File: src/rtl/simple_arbiter_sv.sv
// Round-robin arbiter that funnels N_REQ valid/ready requesters into one registered
// output slot, sustaining one word per cycle when downstream keeps out_ready high.
module simple_arbiter_sv #(
    parameter int N_REQ = 4,
    parameter int DW    = 8
) (
    input  logic                     clk,
    input  logic                     rst,
    input  logic [N_REQ*DW-1:0]      d_in,
    input  logic [N_REQ-1:0]         in_valid,
    output logic [N_REQ-1:0]         in_ready,
    output logic [DW-1:0]            d_out,
    output logic                     out_valid,
    input  logic                     out_ready,
    output logic [$clog2(N_REQ)-1:0] grant_id
);
    localparam int IW = $clog2(N_REQ);

    logic [DW-1:0] din_arr [N_REQ];
    logic [DW-1:0] data_p0;
    logic [IW-1:0] gid_p0;
    logic          vld_p0;
    logic [IW-1:0] ptr;

    logic          slot_free;
    logic          found;
    logic          take;
    logic [IW-1:0] win;
    logic [IW:0]   cand;
    logic [IW:0]   nxt;
    logic [IW-1:0] ptr_nxt;

    for (genvar g = 0; g < N_REQ; g++) begin : g_unpack
        assign din_arr[g] = d_in[g*DW +: DW];
    end

    assign slot_free = !vld_p0 || out_ready;

    // Priority search from ptr upward, wrapping; only the winner's data is ever selected
    always_comb begin
        found = 1'b0;
        win   = '0;
        cand  = '0;
        for (int k = 0; k < N_REQ; k++) begin
            cand = {1'b0, ptr} + (IW+1)'(k);
            if (cand >= (IW+1)'(N_REQ)) begin
                cand = cand - (IW+1)'(N_REQ);
            end
            if (!found && in_valid[cand[IW-1:0]]) begin
                found = 1'b1;
                win   = cand[IW-1:0];
            end
        end
    end

    always_comb begin
        take     = slot_free && found && !rst;
        in_ready = '0;
        if (take) begin
            in_ready[win] = 1'b1;
        end
        nxt = {1'b0, win} + (IW+1)'(1);
        if (nxt == (IW+1)'(N_REQ)) begin
            nxt = '0;
        end
        ptr_nxt = nxt[IW-1:0];
    end

    // Stage p0: output slot and round-robin pointer
    always_ff @(posedge clk) begin
        if (rst) begin
            vld_p0  <= 1'b0;
            data_p0 <= '0;
            gid_p0  <= '0;
            ptr     <= '0;
        end else if (take) begin
            vld_p0  <= 1'b1;
            data_p0 <= din_arr[win];
            gid_p0  <= win;
            ptr     <= ptr_nxt;
        end else if (out_ready) begin
            vld_p0  <= 1'b0;
        end
    end

    assign d_out     = data_p0;
    assign grant_id  = gid_p0;
    assign out_valid = vld_p0;

endmodule

File: config.mk
export PLATFORM = sky130hd
export DESIGN_NAME = simple_arbiter_sv
export DESIGN_NICKNAME = d
export VERILOG_FILES = /design/src/rtl/simple_arbiter_sv.sv
export SDC_FILE = /design/constraint.sdc
export NUM_CORES = 1
export LEC_CHECK = 0
export BUFFER_PORTS_ARGS = -buffer_cell sky130_fd_sc_hd__buf_4
export CAP_MARGIN = 25
export CORE_MARGIN = 2
export CORE_UTILIZATION = 41
export DETAILED_ROUTE_END_ITERATION = 16
export GPL_TIMING_DRIVEN = 1
export PLACE_DENSITY = 0.78
export SYNTH_ARGS = -nofsm -noshare
export SYNTH_HDL_FRONTEND = slang
export SYNTH_SLANG_ARGS = --single-unit
File: constraint.sdc
create_clock -name clk -period 2.2 [get_ports clk]
set_input_delay 0.44 -clock clk [delete_from_list [all_inputs] [get_ports clk]]
set_output_delay 0.44 -clock clk [all_outputs]
set_load 0.02 [all_outputs]
Word-level counts from Yosys, hierarchy flattened. Index checks and enable logic that the tools add are counted. W data, S select, Z words.

Output and inout bits: 15. Bits in read-only memories: 0. Register bits after elaboration: 13. Input bits: 39. Latch bits: 0. Memory bits (writable): 0. Memories: 0.

Div/mod/pow operators: 0. Order comparisons: 11. Reduce and logical (&&, ||, !) cells: 13. Multiplexer cells: 29. Bitwise logic cells: 1. Add/subtract/negate cells: 8. Shift-type cells: 0. Equality and inequality tests: 1. Multipliers: 0.

Operators by type and width (number): $mux W2 (9); $bmux W8 S2 (1); $mux W8 (2); $lt A2 B3 Y1 const B (5); $ge A3 B3 Y1 const B (4); $mux W1 (11); $bmux W1 S2 (4); $sub A2 B1 Y2 const B (4); $add A2 B1 Y3 const B (2); $add A2 B2 Y3 const B (2); $logic_and A1 B1 Y1 (6); $logic_not A1 Y1 (5); $mux W4 (1); $eq A3 B3 Y1 const B (1); $ge A2 B3 Y1 const B (1); $not A2 Y3 (1); $demux W1 S2 (1); $ge A2 B1 Y1 const B (1); $reduce_bool A2 Y1 (1); $logic_or A1 B1 Y1 (1).

Longest topological paths before layout. Gate-level depths: netlist (run 1).

Depth after elaboration: 19. Depth in mapped cells: 6.

Worst setup path after synthesis (run 1). Ideal clock, no wire load.

Path kind: input to output. Start point: input in_valid[0]. End point: output in_ready[2]. Required time: 1760 ps. Buffers on the path: 1. Data arrival time: 1435 ps. Setup slack: 325 ps. Cell stages on the path: 6. Cell sequence: a21o_1 a21oi_1 o22a_2 buf_4 ha_1 and2_1.

Word-level cells in the longest chain between the ends: 17. Elaborated cells between the ends (all ways): 30.

Ends and longest elaborated chain: from (decl) (RTL line 10) `input logic [N_REQ-1:0] in_valid,`; $bmux W1 S2 (RTL line 49) `if (!found && in_valid[cand[IW-1:0]]) begin`; $mux W1 (not written as such) (RTL line 49); $mux W1 (RTL line 49); $logic_not A1 Y1 (RTL line 49); $logic_and A1 B1 Y1 (RTL line 49); $mux W1 (RTL line 49); $logic_not A1 Y1 (RTL line 49); $logic_and A1 B1 Y1 (RTL line 49); $mux W1 (RTL line 49); $logic_not A1 Y1 (RTL line 49); $logic_and A1 B1 Y1 (RTL line 49); $mux W2 (RTL line 49); $lt A2 B3 Y1 (not written as such) / $ge A2 B1 Y1 (equally long branches) (RTL line 60) `in_ready[win] = 1'b1;`; $logic_and A1 B1 Y1 (not written as such) (RTL line 60); $mux W1 (not written as such) (RTL line 60); $demux W1 S2 (RTL line 60); $mux W4 * (RTL line 59) `if (take) begin`; to (decl) (RTL line 11) `output logic [N_REQ-1:0] in_ready,`.

Every way passes the cells marked *; elsewhere a longest branch is shown, timed or not. The select of a mux whose other input is x is not followed.

Worst setup path in the final report (run 1).
Start point: register ptr[1]. End point: output in_ready[2].

Word-level cells in the longest chain between the ends: 19. Elaborated cells between the ends (all ways): 45.

Ends and longest elaborated chain: from (decl) (RTL line 23) `logic [IW-1:0] ptr;`; from (signal assigned) (RTL line 80) `ptr <= ptr_nxt;`; parallel branches: the longest is 18 deep, another holds $add A2 B1 Y3; $mux W4 * (RTL line 59).

Mark *: on every way between the ends. The select of a mux whose other input is x is not followed.

==> impl_metrics.yaml, run 1 <==
run_status:
  outcome: "finished, final reports clean"
worst_setup_path:
  critPathLaunch: "ptr[1]"
  path_max_fanout: 7
  critPathLaunchType: "flip-flop"
  required_ns: 1.76
  r2r_end: "d_out[3]"
  arrival_ns: 1.62
  ff2ff_path_depth: 6
  critPathCaptureType: "output pin"
  r2r_slack_ns: 0.61
  critPathKind: "flip-flop to output pin"
  rr_startpoint: "ptr[1]"
logic_synthesis:
  synthTopCellsByArea: "dfxtp_1 31%, mux2i_1 19%, o221ai_2 13%"
  synthCells: 85
  yosysTopAreaCellShare_pct: 31.5
  syn-cell-area_um2: 827
  synth_edf_count: 0
  synth-seq-cells: 13
  synth-seq-area-share_pct: 31.5
  async_flop_share_pct: 0
  synth_top_flop_cell: "dfxtp_1"
  syn_nets: 125
  yosys.area.top_type: "dfxtp_1"
  synth.avg_cell_area_um2: 9.73
  yosysWarningCount: 0
  ys_types: 24
grt:
  grt_pass1_vias: 866
  grt.total_usage_pct: 19.4
  overflow: 0
  grt_start_max_net_pins: 9
  antenna_found_initial: 0
  grt_pass1_wl_um: 3640
detailed_routing:
  wl_met3_um: 208
  top_layer: "met4"
  wl_met2_um: 976
  num_vias: 874
  routedLengthMet1_um: 837
  wl_per_cell_um: 11.8
  drt_iter0_markers: 6
  first_pass_iters: 4
  ant_nets: 0
  vias_per_cell: 5.08
  drc_errors: 0
  finalWirelength_um: 2030
min_path:
  hold-path-cell-count: 2
  hp-class: "input port to flip-flop"
  hold_start: "rst"
  worstHoldEndpoint: "grant_id[0]"
sta:
  worstMarginPinSlew_ns: 0.370
  timing.final.hold_violations: 0
  period_minus_slack_ns: 2.06
  slew-limit-headroom_pct: 75.3
  setup_violations: 0
  finClkSkew_ns: 0.00501
  fin_tns_setup_ns: 0
  max_freq_ghz: 0.487
  setup_ws_ns: 0.145
  finalCritPeriodShare_pct: 93.4
  drv_slew: 0
  rsz0062_at_grt: "no"
floorplanning:
  dieWidth_um: 48.9
  fp.dieH_um: 48.9
  design.portCount: 54
  coreArea_um2: 1920
  die_area_um2: 2390
  rows: 16
  start_util_pct: 43.0
clock_network:
  cts-htree-levels: 1
  clockBufferDepth: 2
  cts-root-buf: "clkbuf_4"
  clk_latency_ns: 0.27
  path_clk_slew_ns: 0.08
  cts_tree: "yes"
  postCtsResizedCells: 0
  clock-sinks: 13
  hold_buffers: 0
  cts_buffers: 3
  postCtsSetupBuffers: 0
pwr:
  internal_power_uw: 521
  p_comb_share_pct: 44.2
  leakage_uw: 0.000631
  powerDensity_nw_per_um2: 607
  seq_power_share_pct: 37.0
  clkPwrFrac_pct: 18.8
  p_sw_uw: 268
  switching_share_pct: 34.0
  ir_drop_v: 0.000403
cells_and_area:
  drive_gt1_share_pct: 53.8
  area_delta_synth_final_pct: 57.2
  nFillCells: 173
  antennaDiodeCount: 0
  nets: 186
run:
  drv_cap: 0
place:
  hpwl_um: 1670
  pre_cts_ws_ns: 0.197
  gp_congestion: 0.764
  portBuffers: 53
worst max path at each step:
stage	to	slack, ns	cells after the start
2_1_floorplan	in_ready[2]	0.33	6
3_3_place_gp	in_ready[2]	0.25	6
3_5_place_dp	in_ready[2]	0.20	6
4_1_cts	in_ready[2]	0.14	6
5_1_grt	in_ready[2]	0.02	6
6_report	in_ready[2]	0.14	6
metal layers:
layer | up-vias | GRT usage [%]
met2 | 43 | 33.8
li1 | 433 | -
met4 | 0 | 5.71
met3 | 2 | 6.75
met1 | 396 | 22.2
met5 | - | 0
worst max-delay path, cell delays in order, from the launching register on:
cell     delay [ns]
dfxtp_1        0.42
a21o_1         0.14
a21oi_1        0.06
o22a_2         0.26
ha_1           0.18
and2_1         0.13
buf_4          0.15
cells in the mapped netlist (2+ instances only):
library cell / n
a211oi_1: 2
a21o_1: 2
a21oi_1: 6
buf_6: 2
dfxtp_1: 13
inv_1: 5
mux2i_1: 16
nand2_1: 12
nor2_1: 6
o221ai_2: 7
layout by cell type, fill, tap and decap left out, drive strengths merged:
master,count
o221ai,8
a221oi,1
a21o,2
o221a,1
inv,6
nand2b,2
and2,1
buf,59
o22a,1
dfxtp,13
a21oi,6
ha,1
nor4,1
a211oi,2
mux2i,16
nor2,7
o22ai,1
clkbuf,4
nand2,13
kinds of logic (layout without fill, tap and decap cells):
family	Yosys count	in the layout	synth area share, %
and+or+nand+nor	24	24	14.4
AOI/OAI and AO/OA	22	22	26.9
muxes	16	16	19.4
DFF	13	13	31.5
buffers and inverters	9	69	6.35
adders and majority gates	1	1	1.51
stage by stage:
stage | std cells | utilization, % | instance area (µm²) | power, µW | hold slack [ns]
3_3_place_gp | 168 | 66.3 | 1270 | 642 | 0.451
4_1_cts | 172 | 67.6 | 1300 | 796 | 0.375
3_5_place_dp | 168 | 66.3 | 1270 | 650 | 0.447
5_1_grt | 172 | 67.6 | 1300 | 847 | 0.367
2_1_floorplan | 85 | - | 827 | 505 | 0.502
6_report | 172 | 67.6 | 1300 | 790 | 0.373
cell type report:
type | instances | area (µm²) | share of cell area, %
Clock buffer | 4 | 26.3 | 2.02
Tap cell | 27 | 33.8 | 2.60
Timing Repair Buffer | 59 | 443 | 34.1
Inverter | 6 | 22.5 | 1.73
Sequential cell | 13 | 260 | 20.0
Multi-Input combinational cell | 63 | 514 | 39.6
state kept, by name, indices dropped and copies added, names as in the netlist:
| name | cells |
|---|---|
| grant_id | 2 |
| out_valid | 1 |
| ptr | 2 |
| d_out | 8 |
power by group through the flow:
stage	combinational, µW	sequential (µW)	clock, µW
after floorplan	176	329	0
after global placement	346	296	0
after CTS	354	292	150
after global routing	380	297	169
after detailed placement	353	297	0
final	349	292	148
Note: power is estimated with default switching activity, not from simulation.
==> run 2: changes to the inputs <==
- SETUP_SLACK_MARGIN: default -> 0.2
- SKIP_CTS_REPAIR_TIMING: default -> 1
==> impl_metrics.yaml, run 2 (synthesized netlist as in run 1, its figures left out) <==
worst_setup_path:
  path_max_fanout: 5
  cp_top_family: "compound AO/OA/AOI/OAI gates"
  arrival_ns: 1.52
  cp_slowest_cell: "dfxtp_4"
  critPathKind: "flip-flop to output pin"
  critPathCaptureType: "output pin"
  slowest_delay_ns: 0.37
  crit_chain: "a21o_1 > a21oi_2 > o22a_2 > ha_2 > and2_1 > buf_4"
  cp_num_buf_inv: 1
  critPathLaunchType: "flip-flop"
  required_ns: 1.76
cells_and_area:
  final_cell_mix: "59 x buf_4, 16 x mux2i_1, 12 x nand2_1"
  antennaDiodeCount: 0
  layout_commonest_cell: "buf_4"
  drive_gt1_share_pct: 59.2
  area_delta_synth_final_pct: 64.1
  nets: 188
  postLayoutCoreUtil_pct: 70.6
  design_area_um2: 1360
  largest_register_ff_count: 8
place:
  portBuffers: 53
  gp_congestion: 0.764
  pre_cts_ws_ns: 0.197
  hpwl_um: 1670
  place_area_um2: 1270
detailed_routing:
  first_pass_iters: 4
  vias_per_cell: 5.05
  wl_per_cell_um: 12.6
  finalWirelength_um: 2200
  drt_iter0_markers: 8
  drc_errors: 0
  num_vias: 878
  ant_nets: 0
floorplanning:
  coreArea_um2: 1920
  fp.dieH_um: 48.9
  die_area_um2: 2390
  design.portCount: 54
  start_util_pct: 43.0
  dieWidth_um: 48.9
  rows: 16
sta:
  period_minus_slack_ns: 1.96
  timing.final.hold_violations: 0
  hold-worst-slack_ns: 0.379
  rsz0062_at_grt: "yes"
  max_freq_ghz: 0.511
  worstMarginPinSlew_ns: 0.421
  drv_slew: 0
  fin_tns_setup_ns: 0
  finalCritPeriodShare_pct: 89.0
  finClkSkew_ns: 0.00299
  setup_ws_ns: 0.242
  slew-limit-headroom_pct: 71.9
  setup_violations: 0
pwr:
  powerDensity_nw_per_um2: 606
  clkPwrFrac_pct: 18.6
  switching_share_pct: 34.8
  p_comb_share_pct: 45.4
  internal_power_uw: 536
  p_sw_uw: 287
  leakage_uw: 0.000642
  seq_power_share_pct: 36.0
  ir_drop_v: 0.000415
clock_network:
  cts_tree: "yes"
  path_clk_slew_ns: 0.09
  cts-htree-levels: 1
  clk_latency_ns: 0.28
  clock-sinks: 13
  cts_buffers: 3
  cts-root-buf: "clkbuf_4"
  clockBufferDepth: 2
min_path:
  hp-class: "input port to flip-flop"
run_status:
  outcome: "finished, final reports clean"
grt:
  grt_start_max_net_pins: 9
  grt_pass1_vias: 866
  overflow: 0
  grt.total_usage_pct: 19.4
  antenna_found_initial: 0
  grt_pass1_wl_um: 3640
run:
  drv_cap: 0
-- run 2: path summary, 6_finish.rpt --
check	from	end	slack, ns	cells past startpoint
max reg2reg	ptr[1]	d_out[3]	0.55	7
max	ptr[1]	in_ready[2]	0.24	6
min reg2reg	grant_id[0]	grant_id[0]	0.47	2
min	rst	grant_id[0]	0.38	2
-- run 2: area by class of cell --
cell class                 count  area (µm²)
clock buffer                   4        26.3
sequential                    13         265
multi-input combinational     63         544
inverter                       6        22.5
fill                         162         564
timing repair buffer          61         465
tap                           27        33.8
-- run 2: stage by stage --
stage          total power, µW  cells
4_1_cts                    796    172
6_report                   822    174
2_1_floorplan              505     85
3_3_place_gp               642    168
3_5_place_dp               650    168
5_1_grt                    879    174
-- run 2: power by group through the flow --
stage	registers, µW	clock network [µW]	logic, µW
after floorplan	329	0	176
after global placement	296	0	346
after detailed placement	297	0	353
after CTS	292	150	354
after global routing	300	175	403
final	296	153	373
-- run 2: layer usage --
metal | global-route usage (%) | part of all wire [%]
met1 | 22.2 | 39
met2 | 33.8 | 49
met3 | 6.75 | 10
met4 | 5.71 | 1.0
met5 | 0 | 0
-- run 2: worst reg2reg max path, delay by kind of cell, from the launching register on --
family	cells	cell delay [ns]
buf+inv	2	0.32
mux	1	0.25
compound gates	4	0.60
flops	1	0.37
